## config.mk

```make
export PLATFORM = sky130hd
export DESIGN_NAME = vga_pattern_gen
export DESIGN_NICKNAME = d
export VERILOG_FILES = /design/src/rtl/vga_pattern_gen_pkg.sv /design/src/rtl/vga_pos_counter.sv /design/src/rtl/vga_pattern_gen.sv
export SDC_FILE = /design/constraint.sdc
export NUM_CORES = 1
export LEC_CHECK = 0
export BUFFER_PORTS_ARGS = -buffer_cell sky130_fd_sc_hd__buf_4
export CAP_MARGIN = 10
export CORE_MARGIN = 2
export CORE_UTILIZATION = 53
export CTS_CLUSTER_SIZE = 28
export DETAILED_ROUTE_END_ITERATION = 16
export HOLD_SLACK_MARGIN = 0.12
export PLACE_DENSITY = 0.72
export RECOVER_POWER = 100
export SLEW_MARGIN = 5
export SYNTH_ARGS = -nofsm -noshare
export SYNTH_HDL_FRONTEND = slang
export SYNTH_HIERARCHICAL = 1
export SYNTH_SLANG_ARGS = --single-unit
```

## constraint.sdc

```tcl
create_clock -name i_Clk -period 5.6 [get_ports i_Clk]
set_clock_uncertainty 0.05 [all_clocks]
set_input_delay 1.12 -clock i_Clk [delete_from_list [all_inputs] [get_ports i_Clk]]
set_output_delay 1.12 -clock i_Clk [all_outputs]
set_load 0.02 [all_outputs]
```

## src/rtl/vga_pattern_gen_pkg.sv

```systemverilog
// vga_pattern_gen_pkg: pattern codes and default 640x480 timing shared by the pattern generator files
package vga_pattern_gen_pkg;
    localparam int DEF_VIDEO_WIDTH = 3;
    localparam int DEF_TOTAL_COLS  = 800;
    localparam int DEF_TOTAL_ROWS  = 525;
    localparam int DEF_ACTIVE_COLS = 640;
    localparam int DEF_ACTIVE_ROWS = 480;
    typedef enum logic [3:0] {
        PAT_BLACK    = 4'd0,
        PAT_RED      = 4'd1,
        PAT_GREEN    = 4'd2,
        PAT_BLUE     = 4'd3,
        PAT_CHECKER  = 4'd4,
        PAT_BARS     = 4'd5,
        PAT_BORDER   = 4'd6,
        PAT_GRADIENT = 4'd7
    } pattern_e;
endpackage

```

## src/rtl/vga_pos_counter.sv

```systemverilog
// vga_pos_counter: VSync rise detect, free-running column/row counters and stage-1 sync/frame-start registers
module vga_pos_counter
    import vga_pattern_gen_pkg::*;
#(
    parameter int TOTAL_COLS = DEF_TOTAL_COLS,
    parameter int TOTAL_ROWS = DEF_TOTAL_ROWS
) (
    input  logic       clk,
    input  logic       rst,
    input  logic       hsync_i,
    input  logic       vsync_i,
    output logic       rise_o,
    output logic       col_clr_o,
    output logic [9:0] col_o,
    output logic [9:0] row_o,
    output logic       hsync_o,
    output logic       vsync_o,
    output logic       frame_start_o,
    output logic       valid_o
);
    localparam logic [9:0] LAST_COL = 10'(TOTAL_COLS - 1);
    localparam logic [9:0] LAST_ROW = 10'(TOTAL_ROWS - 1);
    logic       vs_prev_q, hs_q, vs_q, fs_q, valid_q;
    logic [9:0] col_q, col_d, row_q, row_d;
    assign rise_o    = vsync_i & ~vs_prev_q;
    assign col_clr_o = rise_o | (col_q == LAST_COL);
    // Next position: resync to (0,0) on a VSync rise, otherwise count with line and frame wrap
    always_comb begin
        col_d = col_clr_o ? '0 : col_q + 10'd1;
        row_d = rise_o ? '0 : (col_q != LAST_COL) ? row_q : (row_q == LAST_ROW) ? '0 : row_q + 10'd1;
    end
    // Stage-1 registers; prev VSync resets high so a reset inside VSync cannot fake a frame start
    always_ff @(posedge clk) begin
        if (rst) begin
            vs_prev_q <= 1'b1;
            col_q     <= '0;
            row_q     <= '0;
            hs_q      <= 1'b0;
            vs_q      <= 1'b0;
            fs_q      <= 1'b0;
            valid_q   <= 1'b0;
        end else begin
            vs_prev_q <= vsync_i;
            col_q     <= col_d;
            row_q     <= row_d;
            hs_q      <= hsync_i;
            vs_q      <= vsync_i;
            fs_q      <= rise_o;
            valid_q   <= valid_q | rise_o;
        end
    end
    assign col_o         = col_q;
    assign row_o         = row_q;
    assign hsync_o       = hs_q;
    assign vsync_o       = vs_q;
    assign frame_start_o = fs_q;
    assign valid_o       = valid_q;
endmodule

```

## src/rtl/vga_pattern_gen.sv

```systemverilog
// vga_pattern_gen: switch-selected VGA test patterns with 2-clk re-timed syncs; optional crosshair via VGA_PATTERN_GEN_CROSSHAIR_EN
module vga_pattern_gen
    import vga_pattern_gen_pkg::*;
#(
    parameter int VIDEO_WIDTH = DEF_VIDEO_WIDTH,
    parameter int TOTAL_COLS  = DEF_TOTAL_COLS,
    parameter int TOTAL_ROWS  = DEF_TOTAL_ROWS,
    parameter int ACTIVE_COLS = DEF_ACTIVE_COLS,
    parameter int ACTIVE_ROWS = DEF_ACTIVE_ROWS
) (
    input  logic                   i_Clk,
    input  logic                   i_Rst,
    input  logic                   i_HSync,
    input  logic                   i_VSync,
    input  logic [3:0]             i_Pattern,
    output logic                   o_HSync,
    output logic                   o_VSync,
    output logic [VIDEO_WIDTH-1:0] o_Red_Video,
    output logic [VIDEO_WIDTH-1:0] o_Grn_Video,
    output logic [VIDEO_WIDTH-1:0] o_Blu_Video,
    output logic                   o_Frame_Start
);
    localparam logic [9:0] AC       = 10'(ACTIVE_COLS);
    localparam logic [9:0] AR       = 10'(ACTIVE_ROWS);
    localparam logic [9:0] BAR_LAST = 10'(ACTIVE_COLS / 8 - 1);
`ifdef VGA_PATTERN_GEN_CROSSHAIR_EN
    localparam logic [9:0] MID_COL  = 10'(ACTIVE_COLS / 2);
    localparam logic [9:0] MID_ROW  = 10'(ACTIVE_ROWS / 2);
`endif
    localparam logic [VIDEO_WIDTH-1:0] FULL = '1;
    logic                   rise, col_clr, hs1, vs1, fs1, valid, active, white;
    logic [9:0]             col, row, wid_q;
    logic [2:0]             bar_q;
    logic [3:0]             pat_q;
    logic [VIDEO_WIDTH-1:0] red_d, grn_d, blu_d;

    vga_pos_counter #(
        .TOTAL_COLS(TOTAL_COLS),
        .TOTAL_ROWS(TOTAL_ROWS)
    ) u_pos (
        .clk          (i_Clk),
        .rst          (i_Rst),
        .hsync_i      (i_HSync),
        .vsync_i      (i_VSync),
        .rise_o       (rise),
        .col_clr_o    (col_clr),
        .col_o        (col),
        .row_o        (row),
        .hsync_o      (hs1),
        .vsync_o      (vs1),
        .frame_start_o(fs1),
        .valid_o      (valid)
    );

    // Pattern latch (frame start only) and divider-free bar index tracking the stage-1 column
    always_ff @(posedge i_Clk) begin
        if (i_Rst) begin
            pat_q <= '0;
            wid_q <= '0;
            bar_q <= '0;
        end else begin
            if (rise) pat_q <= i_Pattern;
            if (col_clr) begin
                wid_q <= '0;
                bar_q <= '0;
            end else if (wid_q == BAR_LAST) begin
                wid_q <= '0;
                bar_q <= bar_q + 3'd1;
            end else begin
                wid_q <= wid_q + 10'd1;
            end
        end
    end

    // Colour mux for the stage-1 position; blanking and pre-frame-start suppression applied last
    always_comb begin
        red_d  = '0;
        grn_d  = '0;
        blu_d  = '0;
        active = valid && (col < AC) && (row < AR);
        white  = 1'b0;
        case (pat_q)
            PAT_BLACK:    ;
            PAT_RED:      red_d = FULL;
            PAT_GREEN:    grn_d = FULL;
            PAT_BLUE:     blu_d = FULL;
            PAT_CHECKER:  white = col[5] ^ row[5];
            PAT_BARS: begin
                red_d = {VIDEO_WIDTH{bar_q[2]}};
                grn_d = {VIDEO_WIDTH{bar_q[1]}};
                blu_d = {VIDEO_WIDTH{bar_q[0]}};
            end
            PAT_BORDER:   white = (col == 10'd0) || (col == AC - 10'd1) || (row == 10'd0) || (row == AR - 10'd1);
            PAT_GRADIENT: begin
                red_d = col[9 -: VIDEO_WIDTH];
                grn_d = row[8 -: VIDEO_WIDTH];
            end
            default:      ;
        endcase
`ifdef VGA_PATTERN_GEN_CROSSHAIR_EN
        if ((col == MID_COL) || (row == MID_ROW)) white = 1'b1;
`endif
        if (white) {red_d, grn_d, blu_d} = {FULL, FULL, FULL};
        if (!active) {red_d, grn_d, blu_d} = '0;
    end

    // Stage-2 output registers; syncs held low until the first frame start after reset
    always_ff @(posedge i_Clk) begin
        if (i_Rst) begin
            o_HSync       <= 1'b0;
            o_VSync       <= 1'b0;
            o_Frame_Start <= 1'b0;
            o_Red_Video   <= '0;
            o_Grn_Video   <= '0;
            o_Blu_Video   <= '0;
        end else begin
            o_HSync       <= hs1 & valid;
            o_VSync       <= vs1 & valid;
            o_Frame_Start <= fs1;
            o_Red_Video   <= red_d;
            o_Grn_Video   <= grn_d;
            o_Blu_Video   <= blu_d;
        end
    end
endmodule

```

Word-level counts from Yosys, hierarchy flattened --
Index checks and enable logic that the tools add are counted.
Word-level totals: output and inout port bits 12, input port bits 8, flip-flop bits (word level) 54, word-level logic and storage cells 62
Cells by class: $add $sub $neg 4, bitwise operators 8, reductions and logical operators 11, muxes and demuxes 8, magnitude comparators 2, equal/unequal tests 13
Operators with widths (count):
- $add A10 B1 Y10 const B | 3
- $eq A10 B10 Y1 const B | 3
- $logic_not A10 Y1 | 2
- $pmux W3 S3 | 2
- $eq A4 B3 Y1 const B | 4
- $eq A10 B7 Y1 const B | 1
- $eq A10 B9 Y1 const B | 1
- $lt A10 B10 Y1 const B | 1
- $lt A10 B9 Y1 const B | 1
- $mux W10 | 1
- $ne A10 B10 Y1 const B | 1
- $mux W3 | 3
- $eq A4 B2 Y1 const B | 2
- $pmux W3 S2 | 1
- $reduce_or A2 Y1 | 3
- $eq A4 B1 Y1 const B | 1
- $add A3 B1 Y3 const B | 1
- $and A1 B1 Y1 | 3
- $logic_or A1 B1 Y1 | 3
- $reduce_or A3 Y1 | 1
- $logic_and A1 B1 Y1 | 2
- $not A1 Y1 | 2
- $or A1 B1 Y1 | 2
- $pmux W1 S2 | 1
- $xor A1 B1 Y1 | 1

Longest topological paths before layout --
Gate-level depths: netlist of the first run.
word-level depth 6, depth in mapped cells 8, gate-level depth less buffers 7

Cells and area by module --
Netlist of the first run, hierarchy kept.
Modules (own cells, without submodules):
- vga_pattern_gen | times used 1, cells an instance 136, area each 1202.4 um^2, sequential area each 540.5 um^2
- vga_pos_counter | times used 1, cells an instance 121, area each 1089.8 um^2, sequential area each 500.5 um^2

Worst setup path after synthesis of the first run --
Ideal clock, no wire load.
path type input to register, from input port i_Rst, to register o_Grn_Video[0], stages on the path 6, slack 3.211 ns, required time 5.488 ns, library setup time 0.062 ns, data arrival time 2.277 ns, buffers on the path 1, path through clkbuf_1 nor2b_1 nand4b_1 nor3_1 a21oi_1 nand2_1
On the way: word-level cells in the longest chain between the ends 1
Ends and longest elaborated chain:
- start: declaration | RTL line vga_pattern_gen.sv:12 | input logic i_Rst,
- $reduce_or A2 Y1 (no line)
- end signal: assignment | RTL line vga_pattern_gen.sv:121 | o_Grn_Video <= grn_d;
- end: declaration | RTL line vga_pattern_gen.sv:19 | output logic [VIDEO_WIDTH-1:0] o_Grn_Video,
No other way between the ends. A chain may end at the register's enable or synchronous reset.

Worst setup path in the final report of the first run --
from register u_pos.col_q[0] (netlist: u_pos/col_o[0]), to register u_pos.row_q[2] (netlist: u_pos/row_o[2])
On the way: word-level cells in the longest chain between the ends 1
Ends and longest elaborated chain:
- start: declaration | RTL line vga_pos_counter.sv:24 | logic [9:0] col_q, col_d, row_q, row_d;
- start signal: assignment | RTL line vga_pos_counter.sv:44 | col_q <= col_d;
- $ne A10 B10 Y1 | RTL line vga_pos_counter.sv:30 | row_d = rise_o ? '0 : (col_q != LAST_COL) ? row_q : (row_q == LAST_ROW) ? '0 : row_q + 10'd1;
- end signal: assignment | RTL line vga_pos_counter.sv:45 | row_q <= row_d;
- end: declaration | RTL line vga_pos_counter.sv:24
No other way between the ends.

==> key figures, run 1 <==
Min path
  • WHS Endpoint: u_pos/frame_start_o
  • Worst Hold Class: reg2reg
  • Min-Delay Path Depth: 1
  • HP Start: u_pos/vs_prev_q

Place
  • Gpl congestion: 0.841
  • Port Buf Inserts: 19
  • Setup slack after placement: slightly above 3 ns
  • Dpl hpwl: about 3000 µm

Final layout
  • Most frequent cells in the layout: dfxtp_1, nor2_1, nand2_1, nand3_1
  • Antenna cell count: 0
  • Most common cell after layout, fill and taps aside: dfxtp_1
  • Share of layout cells above drive strength 1: 0.0719
  • P&R area growth vs syn: 8.19%
  • Fillers: 376
  • Final #Nets: a little under 300

Floorplan
  • Die H: around 70 µm
  • Row Count: 23
  • Die W: between 60 and 70 µm
  • Die area: between 4000 and 5000 µm²
  • Placeable Area: between 4000 and 5000 µm²
  • Initial Utilization: 0.561
  • I/O pin cnt: 20

Logic synthesis
  • Number of distinct library cells after synthesis: 46
  • Post-synth ARST share: 0
  • Synth area leaders: dfxtp_1, xnor2_1, nor2_1
  • #FFs+latches synth: 52
  • Ys Warns: 6
  • Cell Area, Synth: around 2300 µm²
  • Synthesized area per cell: about 8.9 µm²
  • Register area share after synthesis: 0.454
  • Ys flop type: dfxtp_1
  • Syn nets: 270
  • Share of the synthesized area in the top cell type: 0.454
  • Synth area leader: dfxtp_1
  • Syn Inst Count: 257
  • Post-synth EDFFs: 0

STA
  • Setup WS post-layout: around 2.9 ns
  • Worst-margin pin slew: a little over 1 ns
  • Setup violators final: 0
  • Min cycle time layout: 2.70 ns
  • Relative slew slack: 0.319
  • RSZ-0062 raised after global routing: no
  • Final Cycle Share: 0.482
  • Achievable clock frequency: around 370 MHz
  • Slew Viols, Final: 0
  • Setup TNS: 0 ns
  • Hold Violations, Final: 0

Critical path
  • Kind of critical path: reg2reg
  • Crit start category: register
  • CP Data Arrival Time: approximately 2.8 ns
  • R2r setup slk: between 2 and 3 ns
  • Reg2Reg Launch Point: u_pos/col_o[0]
  • Reg2reg end: u_pos/row_o[2]
  • Crit. End Element: register
  • Critical Path RT: roughly 5.7 ns
  • CP max FO: 9
  • Reg2Reg Depth: 5

Status
  • Run status: finished clean

CTS
  • Htree depth: 2
  • Clk Tree Root Cell: clkbuf_8
  • CTS tree: yes
  • Maximum buffer depth of the clock tree: 2
  • TritonCTS Buffers: 5
  • Worst skew pair latency: around 0.30 ns
  • Clock input transition at the sequential cells of the worst setup and hold paths: approximately 0.090 ns
  • CTS Hold Bufs: 0
  • Clk sinks: between 50 and 60
  • Setup Fix Bufs, Post-CTS: 0
  • Post-CTS resize count: 0

Global routing
  • Global-route wire length before repair: between 7000 and 8000 µm
  • Largest net degree at the start of global routing: 17
  • Initial antenna violation count: 0
  • Total gr overflow: 0
  • Vias in the first global route: 1,654
  • Global Route Usage Sum: 0.190

Routing
  • Drc violations: 0
  • Post-route ant nets: 0
  • DRT Pass-1 Iters: 4
  • DR iter-0 viols: 86
  • Routed WL: 4330 µm
  • Drt wl/cell: ~13 µm
  • DR vias/cell: 5.55
  • Total number of vias: ~1,800

Pwr
  • Worst vdd ir: 0.129 mV
  • Pwr Density: approximately 250 nW/µm²
  • Leak: 0.880 nW

Job
  • Max-cap violations: 0
## registers in the layout, indices dropped and copies added, names as in the netlist, 3 cells and up
name	count
bar_q	3
o_Grn_Video	3
o_Red_Video	3
pat_q	4
u_pos/col_o	10
u_pos/row_o	10
wid_q	10
## worst max-delay path, cell delays in order, from the launching register on
cell     delay (ns)
dfxtp_1        0.42
ha_1           0.27
nand4_1        0.25
or3_1          0.58
o21ai_0        0.85
nor2_1         0.12
## routing by layer
layer  GRT usage  routed length (µm)
met1       0.273                2190
met5           0                   0
met3      0.0436                 235
met4      0.0705                  77
met2       0.278                1830
## area by class of cell
type / count / area [µm²] / area share
clock inverters: 3 / 18.8 / 0.00757
well taps: 50 / 62.6 / 0.0252
clock buffers: 5 / 68.8 / 0.0277
inverters: 8 / 30.0 / 0.0121
repair buffers: 19 / 90.1 / 0.0363
multi-input cells: 191 / 1170 / 0.471
flip-flops and latches: 52 / 1040 / 0.420
## stage by stage
| step | power [mW] | util | std cells | cell area [µm²] | hold WS [ns] |
|---|---|---|---|---|---|
| final | 0.612 | 0.607 | 328 | 2480 | 0.363 |
| after detailed placement | 0.419 | 0.602 | 320 | 2460 | 0.357 |
| after global routing | 0.642 | 0.607 | 328 | 2480 | 0.377 |
| after CTS | 0.622 | 0.623 | 328 | 2550 | 0.371 |
| after floorplan | 0.408 | - | 257 | 2290 | 0.344 |
| after global placement | 0.418 | 0.602 | 320 | 2460 | 0.357 |
## worst max-delay path by stage
stage	start	endpoint	slack (ns)
2_1_floorplan	i_Rst	o_Grn_Video[0]	3.21
3_3_place_gp	i_Rst	o_Red_Video[0]	3.05
3_5_place_dp	i_Rst	o_Grn_Video[0]	3.02
4_1_cts	u_pos/col_o[0]	u_pos/row_o[2]	3.27
5_1_grt	u_pos/col_o[0]	u_pos/row_o[2]	2.64
6_report	u_pos/col_o[0]	u_pos/row_o[2]	2.90
## cells in the mapped netlist, types with 2 or more instances
master / n
dfxtp_1: 52
o21ai_1: 3
xnor2_1: 14
buf_4: 2
nor2_1: 32
xor2_1: 9
nor2b_1: 5
nand4_1: 7
or2_2: 3
clkbuf_1: 2
ha_1: 5
and2_1: 2
nor4_1: 8
inv_1: 8
nand2_1: 21
or3_1: 3
nand4b_1: 2
nand2b_1: 3
or4_1: 3
o31ai_1: 2
mux2i_1: 5
nand3_1: 17
o21a_1: 2
o21ai_0: 3
and3_1: 3
a21oi_1: 13
a21o_1: 2
nor3_1: 8
## kinds of logic after synthesis
| group | after synthesis | synth area share |
|---|---|---|
| muxes | 5 | 0.0218 |
| buffers and inverters | 14 | 0.0300 |
| adders and majority gates | 5 | 0.0273 |
| xor gates and xnor gates | 23 | 0.0879 |
| DFF | 52 | 0.454 |
| and+or+nand+nor | 129 | 0.303 |
| AOI/OAI and AO/OA | 29 | 0.0759 |
## report_power, final
group          switching (mW)  internal (mW)
logic                  0.0149         0.0114
clock network           0.116         0.0872
registers             0.00591          0.376
total                   0.137          0.475
No activity file was read; power rests on OpenSTA's default activity.
==> run 2: changes to the inputs <==
--- a/config.mk
+++ b/config.mk
@@ -8,11 +8,11 @@
 export BUFFER_PORTS_ARGS = -buffer_cell sky130_fd_sc_hd__buf_4
 export CAP_MARGIN = 10
 export CORE_MARGIN = 2
-export CORE_UTILIZATION = 53
+export CORE_UTILIZATION = 52
 export CTS_CLUSTER_SIZE = 28
 export DETAILED_ROUTE_END_ITERATION = 16
 export HOLD_SLACK_MARGIN = 0.12
-export PLACE_DENSITY = 0.72
+export PLACE_DENSITY = 0.74
 export RECOVER_POWER = 100
 export SLEW_MARGIN = 5
 export SYNTH_ARGS = -nofsm -noshare
==> constraint.sdc (replaced) <==
create_clock -name i_Clk -period 2.3 [get_ports i_Clk]
set_clock_uncertainty 0.05 [all_clocks]
set_input_delay 0.46 -clock i_Clk [delete_from_list [all_inputs] [get_ports i_Clk]]
set_output_delay 0.46 -clock i_Clk [all_outputs]
set_load 0.02 [all_outputs]
==> run 2 against run 1 <==
Compared with the run above:
- via count is 1.8% higher
- cell area up 3.0%
- power rose to 2.5 times the previous value
- highest routed layer unchanged
- sequential cell count unchanged
- fmax rose by 26%
- clock power grew to 2.7 times the previous value
- first-iteration DRC count fell by 4.7%
- utilization fell by 1.2 points
- cell count grew 2.1%
- sequential share of layout area decreased by 1.2 points
- largest cell class unchanged
- wire length rose by 2.0%
- sequential power is 140% higher
==> key figures, run 2 (synthesis gave the netlist of run 1 again) <==
CTS
  • Maximum buffer depth of the clock tree: 2 (unchanged)
  • TritonCTS Buffers: 5 (unchanged)
  • Clk Tree Root Cell: clkbuf_8
  • Clk sinks: 52 (unchanged)
  • CTS tree: yes
  • Htree depth: 2 (unchanged)
  • Setup Fix Bufs, Post-CTS: 0 (unchanged)
  • Worst skew pair latency: 0.31 ns (about the same)
  • Clock input transition at the sequential cells of the worst setup and hold paths: 0.09 ns (about the same)

STA
  • Hold Violations, Final: 0 (unchanged)
  • Min cycle time layout: 2.15 ns (-0.553 ns)
  • Relative slew slack: 0.480 (+0.160)
  • Final Cycle Share: 0.934 (+0.452)
  • Setup violators final: 0 (unchanged)
  • Achievable clock frequency: 465 MHz (+26%)
  • RSZ-0062 raised after global routing: no
  • Worst-margin pin slew: 0.772 ns (-0.238 ns)
  • Slew Viols, Final: 0 (unchanged)
  • Setup TNS: 0 ns (unchanged)

Status
  • Run status: finished clean

Final layout
  • Most common cell after layout, fill and taps aside: dfxtp_1
  • P&R area growth vs syn: 11.4%
  • Final #Nets: 295 (+1.7%)
  • Final Core Density: 0.595 (-0.0122)
  • Most frequent cells in the layout: dfxtp_1, nor2_1, nand2_1, nand3_1, xnor2_1
  • Reg area: 1040 µm² (unchanged)
  • Fillers: 404 (+7.4%)
  • Share of layout cells above drive strength 1: 0.110 (+0.0376)
  • Layout Cells excl Fill: 335 (+2.1%)
  • Multi-input gate area: 1190 µm² (+1.7%)
  • Antenna cell count: 0 (unchanged)

Pwr
  • Pwr Density: 603 nW/µm² (+140%)
  • Leak: 0.930 nW (+5.6%)
  • Worst vdd ir: 0.390 mV (+200%)

Routing
  • Post-route ant nets: 0 (unchanged)
  • Total number of vias: 1,855 (+1.8%)
  • DR iter-0 viols: 82 (-4.7%)
  • Drt wl/cell: 13.2 µm (about the same)
  • DR vias/cell: 5.54 (-0.32%)
  • DRT Pass-1 Iters: 4 (unchanged)
  • Routed WL: 4420 µm (+2.0%)
  • Drc violations: 0 (unchanged)

Place
  • Dpl hpwl: 3210 µm (+4.7%)
  • Gpl congestion: 0.810 (-3.7%)
  • Port Buf Inserts: 19 (unchanged)
  • Placed cell count: 327 (+2.2%)

Critical path
  • Kind of critical path: reg2reg
  • CP Data Arrival Time: 2.29 ns (-0.51 ns)
  • CP max FO: 8 (-1)
  • Crit start category: register
  • Crit. End Element: register
  • Critical Path RT: 2.44 ns (-3.26 ns)

Floorplan
  • I/O pin cnt: 20 (unchanged)
  • Row Count: 24 (+4.3%)
  • Initial Utilization: 0.534 (-0.0271)
  • Die area: 4960 µm² (+1.8%)
  • Die W: 70.4 µm (+0.90%)
  • Die H: 70.4 µm (+0.90%)
  • Placeable Area: 4290 µm² (+5.1%)

Job
  • Max-cap violations: 0 (unchanged)

Global routing
  • Largest net degree at the start of global routing: 17 (unchanged)
  • Initial antenna violation count: 0 (unchanged)
  • Global Route Usage Sum: 0.190 (about the same)
  • Vias in the first global route: 1,703 (+3.0%)
  • Total gr overflow: 0 (unchanged)
  • Global-route wire length before repair: 7560 µm (about the same)

Min path
  • Worst Hold Class: in2reg
## run 2: layout make-up
type,instances,share of cell area
Multi-Input combinational cell,191,0.465
Sequential cell,52,0.408
Timing Repair Buffer,24,0.0519
Clock buffer,6,0.0323
Tap cell,52,0.0255
Inverter,8,0.0118
Clock inverter,2,0.00539
## run 2: through the flow
| stage | total power [mW] | hold slack, ns | setup WS (ns) | area (µm²) |
|---|---|---|---|---|
| after floorplan | 0.993 | 0.344 | 0.244 | 2290 |
| after global placement | 1.02 | 0.355 | 0.216 | 2500 |
| after detailed placement | 1.02 | 0.359 | 0.162 | 2500 |
| after CTS | 1.56 | 0.298 | 0.147 | 2590 |
| after global routing | 1.60 | 0.300 | 0.0353 | 2550 |
| final | 1.54 | 0.306 | 0.151 | 2550 |
## run 2: final timing paths
kind,from,to,slack (ns),cells past startpoint
max,u_pos/col_o[0],u_pos/row_o[2],0.15,7
min,i_VSync,u_pos/vs_prev_q,0.31,2
max reg2reg,u_pos/col_o[0],u_pos/row_o[2],0.15,7
min reg2reg,u_pos/vs_prev_q,u_pos/frame_start_o,0.36,1
## run 2: worst max-delay path, stage by stage (launching register included)
cell and delay (ns):
dfxtp_1 0.42, ha_1 0.26, nand4_2 0.19, or3_1 0.44
buf_4 0.18, o21ai_0 0.18, clkbuf_2 0.25, nor2_1 0.07
## run 2: repair_timing
item | in CTS | in global routing
hold buffers | 0 | 0
endpoints found under the setup margin | 0 | 1
resized for setup | 0 | 1
## run 2: power breakdown
| group | switching, mW | leakage, nW | internal (mW) |
|---|---|---|---|
| Sequential | 0.0139 | 0.421 | 0.916 |
| Clock | 0.295 | 0.0516 | 0.246 |
| Combinational | 0.0384 | 0.457 | 0.0305 |
## run 2: layer usage
metal / wire [µm] / track usage / up-vias / part of all wire
met5: 0 / 0 / - / 0
met4: 51 / 0.0620 / 0 / 0.012
met3: 192 / 0.0476 / 7 / 0.043
met2: 2140 / 0.318 / 36 / 0.48
met1: 2040 / 0.240 / 857 / 0.46
li1: - / - / 955 / -
==> run 3: changes to the inputs <==
==> constraint.sdc (replaced) <==
create_clock -name i_Clk -period 1.9 [get_ports i_Clk]
set_clock_uncertainty 0.05 [all_clocks]
set_input_delay 0.38 -clock i_Clk [delete_from_list [all_inputs] [get_ports i_Clk]]
set_output_delay 0.38 -clock i_Clk [all_outputs]
set_load 0.02 [all_outputs]
==> run 3 against run 2 <==
Compared with the run above:
- cell count grew 7.8%
- sequential power grew 22%
- wire length grew 20%
- die area is the same
- critical path type unchanged
==> key figures, run 3 (synthesis gave the netlist of run 1 again) <==
Final layout
  • Antenna cell count: 0 (unchanged)
  • Finished Cell Area: 2850 µm² (+12%)
  • Most common cell after layout, fill and taps aside: dfxtp_1
  • P&R area growth vs syn: 24.3%
  • Share of layout cells above drive strength 1: 0.227 (+0.117)
  • Final #Nets: 321 (+8.8%)
  • Most frequent cells in the layout: dfxtp_1, buf_4, nor2_1, nand2_1, nand3_1

Pwr
  • Pwr Density: 702 nW/µm² (+16%)
  • Worst vdd ir: 0.425 mV (+9.2%)
  • Leak: 1.08 nW (+16%)
  • Total Power: 2.00 mW (+30%)

CTS
  • TritonCTS Buffers: 5 (unchanged)
  • Clk sinks: 52 (unchanged)
  • CTS tree: yes
  • Clk Tree Root Cell: clkbuf_8
  • Clock input transition at the sequential cells of the worst setup and hold paths: 0.09 ns (about the same)
  • Worst skew pair latency: 0.31 ns (about the same)
  • Htree depth: 2 (unchanged)
  • Maximum buffer depth of the clock tree: 2 (unchanged)

STA
  • Min cycle time layout: 1.85 ns (-0.298 ns)
  • Hold Violations, Final: 0 (unchanged)
  • Slew Viols, Final: 0 (unchanged)
  • Final Cycle Share: 0.974 (+0.0400)
  • Worst-margin pin slew: 0.536 ns (-0.237 ns)
  • Achievable clock frequency: 540 MHz (+16%)
  • Setup violators final: 0 (unchanged)
  • Setup TNS: 0 ns (unchanged)
  • Relative slew slack: 0.641 (+0.161)

Routing
  • DR iter-0 viols: 146 (+78%)
  • Drt wl/cell: 14.6 µm (+11%)
  • Total number of vias: 2,031 (+9.5%)
  • DR vias/cell: 5.63 (+1.6%)
  • Post-route ant nets: 0 (unchanged)
  • Routed WL: 5290 µm (+20%)
  • DRT Pass-1 Iters: 4 (unchanged)
  • Drc violations: 0 (unchanged)

Floorplan
  • Placeable Area: 4290 µm² (unchanged)
  • Die area: 4960 µm² (unchanged)
  • Die W: 70.4 µm (unchanged)
  • Row Count: 24 (unchanged)
  • I/O pin cnt: 20 (unchanged)
  • Die H: 70.4 µm (unchanged)
  • Initial Utilization: 0.534 (unchanged)

Critical path
  • Reg2reg end: u_pos/row_o[6]
  • Sequence of cells on the critical path: ha_4 -> nand4_4 -> or3_4 -> or4_4 -> a21oi_2
  • R2r setup slk: 0.05 ns (-0.10 ns)
  • Kind of critical path: reg2reg
  • Setup crit start: u_pos/col_o[0]
  • CP Data Arrival Time: 2.04 ns (-0.25 ns)
  • Critical Path RT: 2.08 ns (-0.36 ns)
  • Crit. End Element: register
  • Reg2Reg Launch Point: u_pos/col_o[0]
  • Crit start category: register
  • Reg2Reg Depth: 5 (-2)
  • Critical Path Max Stage Delay: 0.52 ns (+0.08 ns)
  • Worst path slowest cell: or4_4
  • CP max FO: 4 (-4)
  • CP endpoint: u_pos/row_o[6]

Place
  • Placed inst area: 2660 µm² (+6.5%)
  • Gpl congestion: 0.898 (+11%)
  • Dpl hpwl: 3640 µm (+14%)
  • Port Buf Inserts: 19 (unchanged)

Global routing
  • Global Route Usage Sum: 0.209 (+0.0184)
  • Initial antenna violation count: 0 (unchanged)
  • Global-route wire length before repair: 8280 µm (+9.6%)
  • Total gr overflow: 0 (unchanged)
  • Largest net degree at the start of global routing: 17 (unchanged)
  • Vias in the first global route: 1,893 (+11%)

Min path
  • Worst Hold Class: in2reg

Job
  • Max-cap violations: 0 (unchanged)

Status
  • Run status: finished clean
[run 3: cell type report]
class	count	area, µm²
timing repair buffer	50	334
tap	52	65.1
multi-input combinational	191	1260
inverter	8	30.0
sequential	52	1050
fill	367	1440
clock inverter	2	38.8
clock buffer	6	72.6
[run 3: stage by stage]
step / hold WS [ns] / util / std cells / worst slack (ns)
after floorplan: 0.344 / - / 257 / 0.0104
after global placement: 0.359 / 0.619 / 346 / 0.0307
after detailed placement: 0.363 / 0.619 / 346 / -0.0921
after CTS: 0.215 / 0.657 / 356 / 0.00143
after global routing: 0.229 / 0.664 / 361 / -0.0267
final: 0.223 / 0.664 / 361 / 0.0490
[run 3: per-layer routing]
layer  wire length, µm  global-route usage  up-vias
met2              2630               0.347       59
met5                 0                   0        -
met1              2230               0.243      947
met3               269              0.0592       22
met4               160               0.109        0
li1                  -                   -     1003
[run 3: how the worst min path moves through the flow]
stage,from,endpoint,slack (ns),cells past startpoint
2_1_floorplan,u_pos/vs_prev_q,u_pos/frame_start_o,0.34,1
3_3_place_gp,u_pos/vsync_o,o_VSync,0.36,1
3_5_place_dp,u_pos/hsync_o,o_HSync,0.36,1
4_1_cts,i_VSync,u_pos/vs_prev_q,0.22,2
5_1_grt,i_VSync,u_pos/vs_prev_q,0.23,2
6_report,i_VSync,u_pos/vs_prev_q,0.22,2
[run 3: worst max-delay path: cells and delay by family (launching register included)]
kind,cells,cell delay (ns)
AND/OR/NAND/NOR,3,1.07
flip-flops,1,0.37
adder cells (fa/ha/maj),1,0.16
AO/OA/AOI/OAI,1,0.14
[run 3: power by group]
group	total, mW	switching (mW)	leakage (nW)	internal, mW
logic	0.108	0.0575	0.600	0.0501
clock network	0.767	0.369	0.0558	0.398
registers	1.13	0.0161	0.425	1.11
total	2.00	0.442	1.08	1.56
[run 3: repair_timing]
item,in CTS,in global routing
buffers inserted,2,5
hold buffers,0,0
pin swaps,1,8
resized for setup,6,12
setup endpoints to repair,4,26
